### src/rtl/accel_chan_mux.sv
// Packet-level round-robin arbiter that tags beats into one accelerator stream, plus an ID-steered return demux.
// Optional per-channel forward packet counters are enabled by defining ACCEL_MUX_PKT_CNT_EN.
module accel_chan_mux #(
  parameter int N_CHAN = 4,
  parameter int DATA_W = 32,
  parameter int ID_W   = 4,
  parameter int CNT_W  = 16
) (
  input  logic                     aclk,
  input  logic                     aresetn,
  input  logic [N_CHAN*DATA_W-1:0] s_tdata,
  input  logic [N_CHAN-1:0]        s_tvalid,
  input  logic [N_CHAN-1:0]        s_tlast,
  output logic [N_CHAN-1:0]        s_tready,
  output logic [DATA_W-1:0]        acc_o_tdata,
  output logic                     acc_o_tvalid,
  output logic                     acc_o_tlast,
  output logic [ID_W-1:0]          acc_o_tid,
  input  logic                     acc_o_tready,
  input  logic [DATA_W-1:0]        acc_i_tdata,
  input  logic                     acc_i_tvalid,
  input  logic                     acc_i_tlast,
  input  logic [ID_W-1:0]          acc_i_tid,
  output logic                     acc_i_tready,
  output logic [N_CHAN*DATA_W-1:0] m_tdata,
  output logic [N_CHAN-1:0]        m_tvalid,
  output logic [N_CHAN-1:0]        m_tlast,
  input  logic [N_CHAN-1:0]        m_tready,
  input  logic [N_CHAN-1:0]        chan_en,
  output logic                     busy,
  output logic                     err_bad_id,
  output logic [N_CHAN*CNT_W-1:0]  pkt_cnt
);

  typedef enum logic {IDLE, GRANT} state_t;
  localparam int ENT_W = DATA_W + 1 + ID_W;

  state_t            state_reg, state_next;
  logic [ID_W-1:0]   grant_reg, grant_next;
  logic [ID_W-1:0]   rr_ptr_reg, rr_ptr_next;
  logic [ID_W-1:0]   arb_idx;
  logic              arb_found;
  logic [N_CHAN-1:0] req;
  logic [ENT_W-1:0]  head_reg, tail_reg, push_ent;
  logic [1:0]        count_reg;
  logic              push, pop, full;
  logic [DATA_W-1:0] sel_data;
  logic              sel_valid, sel_last;
  logic              tid_ok;
  logic [N_CHAN-1:0] ready_hit;
  logic              err_bad_id_reg;

  assign req  = s_tvalid & chan_en;
  assign full = (count_reg == 2'd2);

  // First requester found scanning cyclically upward from rr_ptr+1.
  always_comb begin
    arb_idx   = '0;
    arb_found = 1'b0;
    for (int k = 1; k <= N_CHAN; k++) begin
      for (int i = 0; i < N_CHAN; i++) begin
        if (!arb_found && req[i] && (i == ((int'(rr_ptr_reg) + k) % N_CHAN))) begin
          arb_idx   = ID_W'(i);
          arb_found = 1'b1;
        end
      end
    end
  end

  always_comb begin
    sel_data  = '0;
    sel_valid = 1'b0;
    sel_last  = 1'b0;
    for (int i = 0; i < N_CHAN; i++) begin
      if (grant_reg == ID_W'(i)) begin
        sel_data  = s_tdata[i*DATA_W +: DATA_W];
        sel_valid = s_tvalid[i];
        sel_last  = s_tlast[i];
      end
    end
  end

  assign push     = (state_reg == GRANT) && sel_valid && !full;
  assign pop      = acc_o_tvalid && acc_o_tready;
  assign push_ent = {sel_data, sel_last, grant_reg};

  always_comb begin
    state_next  = state_reg;
    grant_next  = grant_reg;
    rr_ptr_next = rr_ptr_reg;
    case (state_reg)
      IDLE: begin
        if (arb_found) begin
          grant_next = arb_idx;
          state_next = GRANT;
        end
      end
      GRANT: begin
        if (push && sel_last) begin
          rr_ptr_next = grant_reg;
          state_next  = IDLE;
        end
      end
      default: state_next = IDLE;
    endcase
  end

  always_ff @(posedge aclk) begin
    if (!aresetn) begin
      state_reg      <= IDLE;
      grant_reg      <= '0;
      rr_ptr_reg     <= ID_W'(N_CHAN - 1);
      count_reg      <= 2'd0;
      err_bad_id_reg <= 1'b0;
    end else begin
      state_reg      <= state_next;
      grant_reg      <= grant_next;
      rr_ptr_reg     <= rr_ptr_next;
      err_bad_id_reg <= acc_i_tvalid && !tid_ok;
      case ({push, pop})
        2'b10:   count_reg <= count_reg + 2'd1;
        2'b01:   count_reg <= count_reg - 2'd1;
        default: count_reg <= count_reg;
      endcase
    end
  end

  // Head always drives acc_o_*; push with pop at count 1 refills head directly.
  always_ff @(posedge aclk) begin
    if (pop) begin
      head_reg <= (count_reg == 2'd2) ? tail_reg : push_ent;
    end else if (push) begin
      if (count_reg == 2'd0) head_reg <= push_ent;
      else                   tail_reg <= push_ent;
    end
  end

  assign acc_o_tvalid = (count_reg != 2'd0);
  assign {acc_o_tdata, acc_o_tlast, acc_o_tid} = head_reg;
  assign busy       = (state_reg == GRANT) || (count_reg != 2'd0);
  assign err_bad_id = err_bad_id_reg;

  assign tid_ok       = ({1'b0, acc_i_tid} < (ID_W + 1)'(N_CHAN));
  assign acc_i_tready = tid_ok ? (|ready_hit) : 1'b1;

  genvar gi;
  generate
    for (gi = 0; gi < N_CHAN; gi++) begin : g_chan
      assign s_tready[gi] = (state_reg == GRANT) && (grant_reg == ID_W'(gi)) && !full;
      assign m_tvalid[gi]  = acc_i_tvalid && (acc_i_tid == ID_W'(gi));
      assign ready_hit[gi] = m_tready[gi] && (acc_i_tid == ID_W'(gi));
      assign m_tdata[gi*DATA_W +: DATA_W] = acc_i_tdata;
      assign m_tlast[gi] = acc_i_tlast;
    end
  endgenerate

`ifdef ACCEL_MUX_PKT_CNT_EN
  generate
    for (gi = 0; gi < N_CHAN; gi++) begin : g_cnt
      logic [CNT_W-1:0] cnt_reg;
      always_ff @(posedge aclk) begin
        if (!aresetn)
          cnt_reg <= '0;
        else if (s_tvalid[gi] && s_tready[gi] && s_tlast[gi])
          cnt_reg <= cnt_reg + CNT_W'(1);
      end
      assign pkt_cnt[gi*CNT_W +: CNT_W] = cnt_reg;
    end
  endgenerate
`else
  assign pkt_cnt = '0;
`endif

endmodule

### config.mk
export PLATFORM = sky130hd
export DESIGN_NAME = accel_chan_mux
export DESIGN_NICKNAME = d
export VERILOG_FILES = /design/src/rtl/accel_chan_mux.sv
export SDC_FILE = /design/constraint.sdc
export NUM_CORES = 1
export LEC_CHECK = 0
export ABC_AREA = 1
export CAP_MARGIN = 20
export CORE_AREA = 10 10 159 161
export CTS_CLUSTER_DIAMETER = 120
export DETAILED_ROUTE_END_ITERATION = 12
export DIE_AREA = 0 0 169 171
export MAX_ROUTING_LAYER = met4
export PLACE_DENSITY = 0.68
export RECOVER_POWER = 50
export SLEW_MARGIN = 20
export SYNTH_ARGS = -nofsm -noshare
export SYNTH_HDL_FRONTEND = slang
export SYNTH_SLANG_ARGS = --single-unit
export TNS_END_PERCENT = 30
### constraint.sdc
create_clock -name aclk -period 7.6 [get_ports aclk]
set_input_delay 1.52 -clock aclk [delete_from_list [all_inputs] [get_ports aclk]]
set_output_delay 1.52 -clock aclk [all_outputs]
set_load 0.01 [all_outputs]
==> impl_metrics.ini <==
[drt]
ant_nets = 0
wl_per_cell_um = 19.54
first_pass_iters = 5
num_vias = 4300
drt-initial-drc-count = 285
wl_um = 19130
post-route-drc-count = 0
viasPerCell = 4.392

[cts]
cts_setup_buffers = 0
cts_hold_buf = 0
h-tree-depth = 3
clk_pin_slew_ns = 0.06
cts-root-buf = clkbuf_16
cts_buffers = 9
clockBufferDepth = 2
cts.sinks = 78
ctsResizeCount = 0
clk_latency_ns = 0.33
cts_tree = built

[worst_setup_path]
required_ns = 6.08
crit_path_end_kind = output pin
critical_path_class = reg -> out
critPathLaunchType = register
critPathArrivalTime_ns = 3.51
crit_fanout = 39

[timing]
fmax_mhz = 198.6
fin_crit_sh_pct = 66.24
hold_viol_final = 0
maxSlewViolCount = 40
hold-worst-slack_ns = 0.4913
worst_slew_pin_slew_ns = 2.085
slew_headroom_pct = -39.01
rsz0062_at_grt = false
skew_ns = 0.009619
setup_tns_ns = 0
setup_viol = 0
final.min_clock_period_ns = 5.034
fin_ws_ns = 2.566

[power_and_ir_drop]
powerDensity_nw_per_um2 = 263.6
irDropWorstVdd_mv = 0.09689
p_total_uw = 1861
power.leakage_uw = 0.002713

[layout]
nets = 874
nFillCells = 2306
final_cell_area_um2 = 7061
drive_gt1_share_pct = 10.68
syn2layout_area_growth_pct = 25.21

[synthesis]
synthesis.area_um2 = 5639
synth_top_cells_by_area = edfxtp_1 (37%), buf_4 (26%), nand2_1 (6.9%), mux2_2 (6.4%), dfxtp_1 (2.8%)
netlist_instances = 624
ys_ff_latch = 78
ys_seq_area_share_pct = 40.12
synth_edf_count = 70
synth_top_area_share_pct = 37.28
ys_top_cells_by_count = buf_4 (198), nand2_1 (103), edfxtp_1 (70), nor2_1 (39), mux2_2 (32)
synth_warnings = 0
yosysMostFrequentCell = buf_4
synth_top_area_cell = edfxtp_1
syn_avg_cell_area_um2 = 9.037
synthFlopType = edfxtp_1
yosysUniqueCellTypes = 34
ys_async_sr_fraction_pct = 0

[die]
start_util_pct = 25.37
fp.coreArea_um2 = 22230
io_pins = 430
fp.dieH_um = 171
die_w_um = 169
num_rows = 55
die-area_um2 = 28900

[global_routing]
grt_max_degree = 40
track_usage_pct = 12.21
first_global_vias = 4169
grt-ovfl-total = 0
grt_antenna_before_repair = 1
grt_first_pass_wirelength_um = 26480

[placement]
io_buffers = 198
pre_cts_ws_ns = 2.533
place_congestion = 0.8364
hpwl_um = 15260
dpl_cell_area_um2 = 6755

[run]
max_cap_viol_count = 1

[min_path]
hold_path_class = reg -> reg

[run_status]
status = finished with violations
violations = max-capacitance violations, max-slew violations
## final cells by class
type / count / area [um^2] / area share, %
repair buffers: 206 / 2067 / 29.28
clock buffers: 9 / 225.2 / 3.190
multi-input cells: 367 / 1971 / 27.91
clock inverters: 7 / 72.57 / 1.028
diodes: 1 / 2.502 / 0.03544
inverters: 26 / 103.9 / 1.471
well taps: 285 / 356.6 / 5.051
flip-flops and latches: 78 / 2262 / 32.04
## cells in the final DEF (no fill, tap or decap), types with 2 or more instances in the layout
master,instances
buf_4,4
nand4_1,25
inv_1,23
clkinvlp_4,2
clkinv_2,3
o21ai_0,5
nand2_4,3
nand3_2,2
clkbuf_16,9
clkbuf_1,2
nand2_2,4
nor3_1,5
a21oi_1,18
dlygate4sd3_1,37
nor2_2,6
a221oi_1,11
conb_1,66
nand2_1,103
nor2_4,2
mux2_1,2
edfxtp_1,70
o211ai_1,2
dfxtp_1,8
o2111ai_1,3
clkdlybuf4s50_1,161
inv_6,2
mux2_2,30
nand3_1,30
nor4_1,4
nor2_1,38
## critical path, cell delays in order (launching register included)
cell and delay (ns):
dfxtp_1 0.32, clkbuf_1 1.49, inv_1 0.42, nor3_1 0.33, clkdlybuf4s50_1 0.61
## stage by stage
| stage | util, % | std cells |
|---|---|---|
| after floorplan | - | 689 |
| after global placement | 30.27 | 960 |
| after detailed placement | 30.39 | 961 |
| after CTS | 31.73 | 977 |
| after global routing | 31.76 | 979 |
| final | 31.76 | 979 |
## report_power, final
group / internal [uW] / switching (uW) / total, uW
Sequential: 638 / 31.8 / 670
Combinational: 337 / 432 / 769
Clock: 255 / 168 / 423
## final timing paths
kind	startpoint	endpoint	slack, ns	cells past startpoint
setup / recovery	grant_reg[0]	s_tready[1]	2.57	4
hold / removal	count_reg[1]	count_reg[1]	0.49	1
setup reg to reg	grant_reg[0]	head_reg[18]	3.32	6
hold reg to reg	count_reg[1]	count_reg[1]	0.49	1
## layer usage
layer  up-vias  routed length [um]  track usage [%]
met5         -                   0                -
met4         0                 613            4.953
met3        54                2258            5.047
met2       264                9601            20.62
met1      2002                6657            12.39
li1       1980                   -                -
## cell families (layout without fill, tap and decap cells)
logic type      Yosys count  in the layout  synth area share [%]
buf+inv                 244            248                 29.60
simple gates            226            226                 18.79
flops                    78             78                 40.12
fa+ha+maj                 1              1                0.2218
other cells               1             67               0.06650
compound gates           42             42                 4.815
mux                      32             32                 6.390
Power figures use the tool's default switching activity.
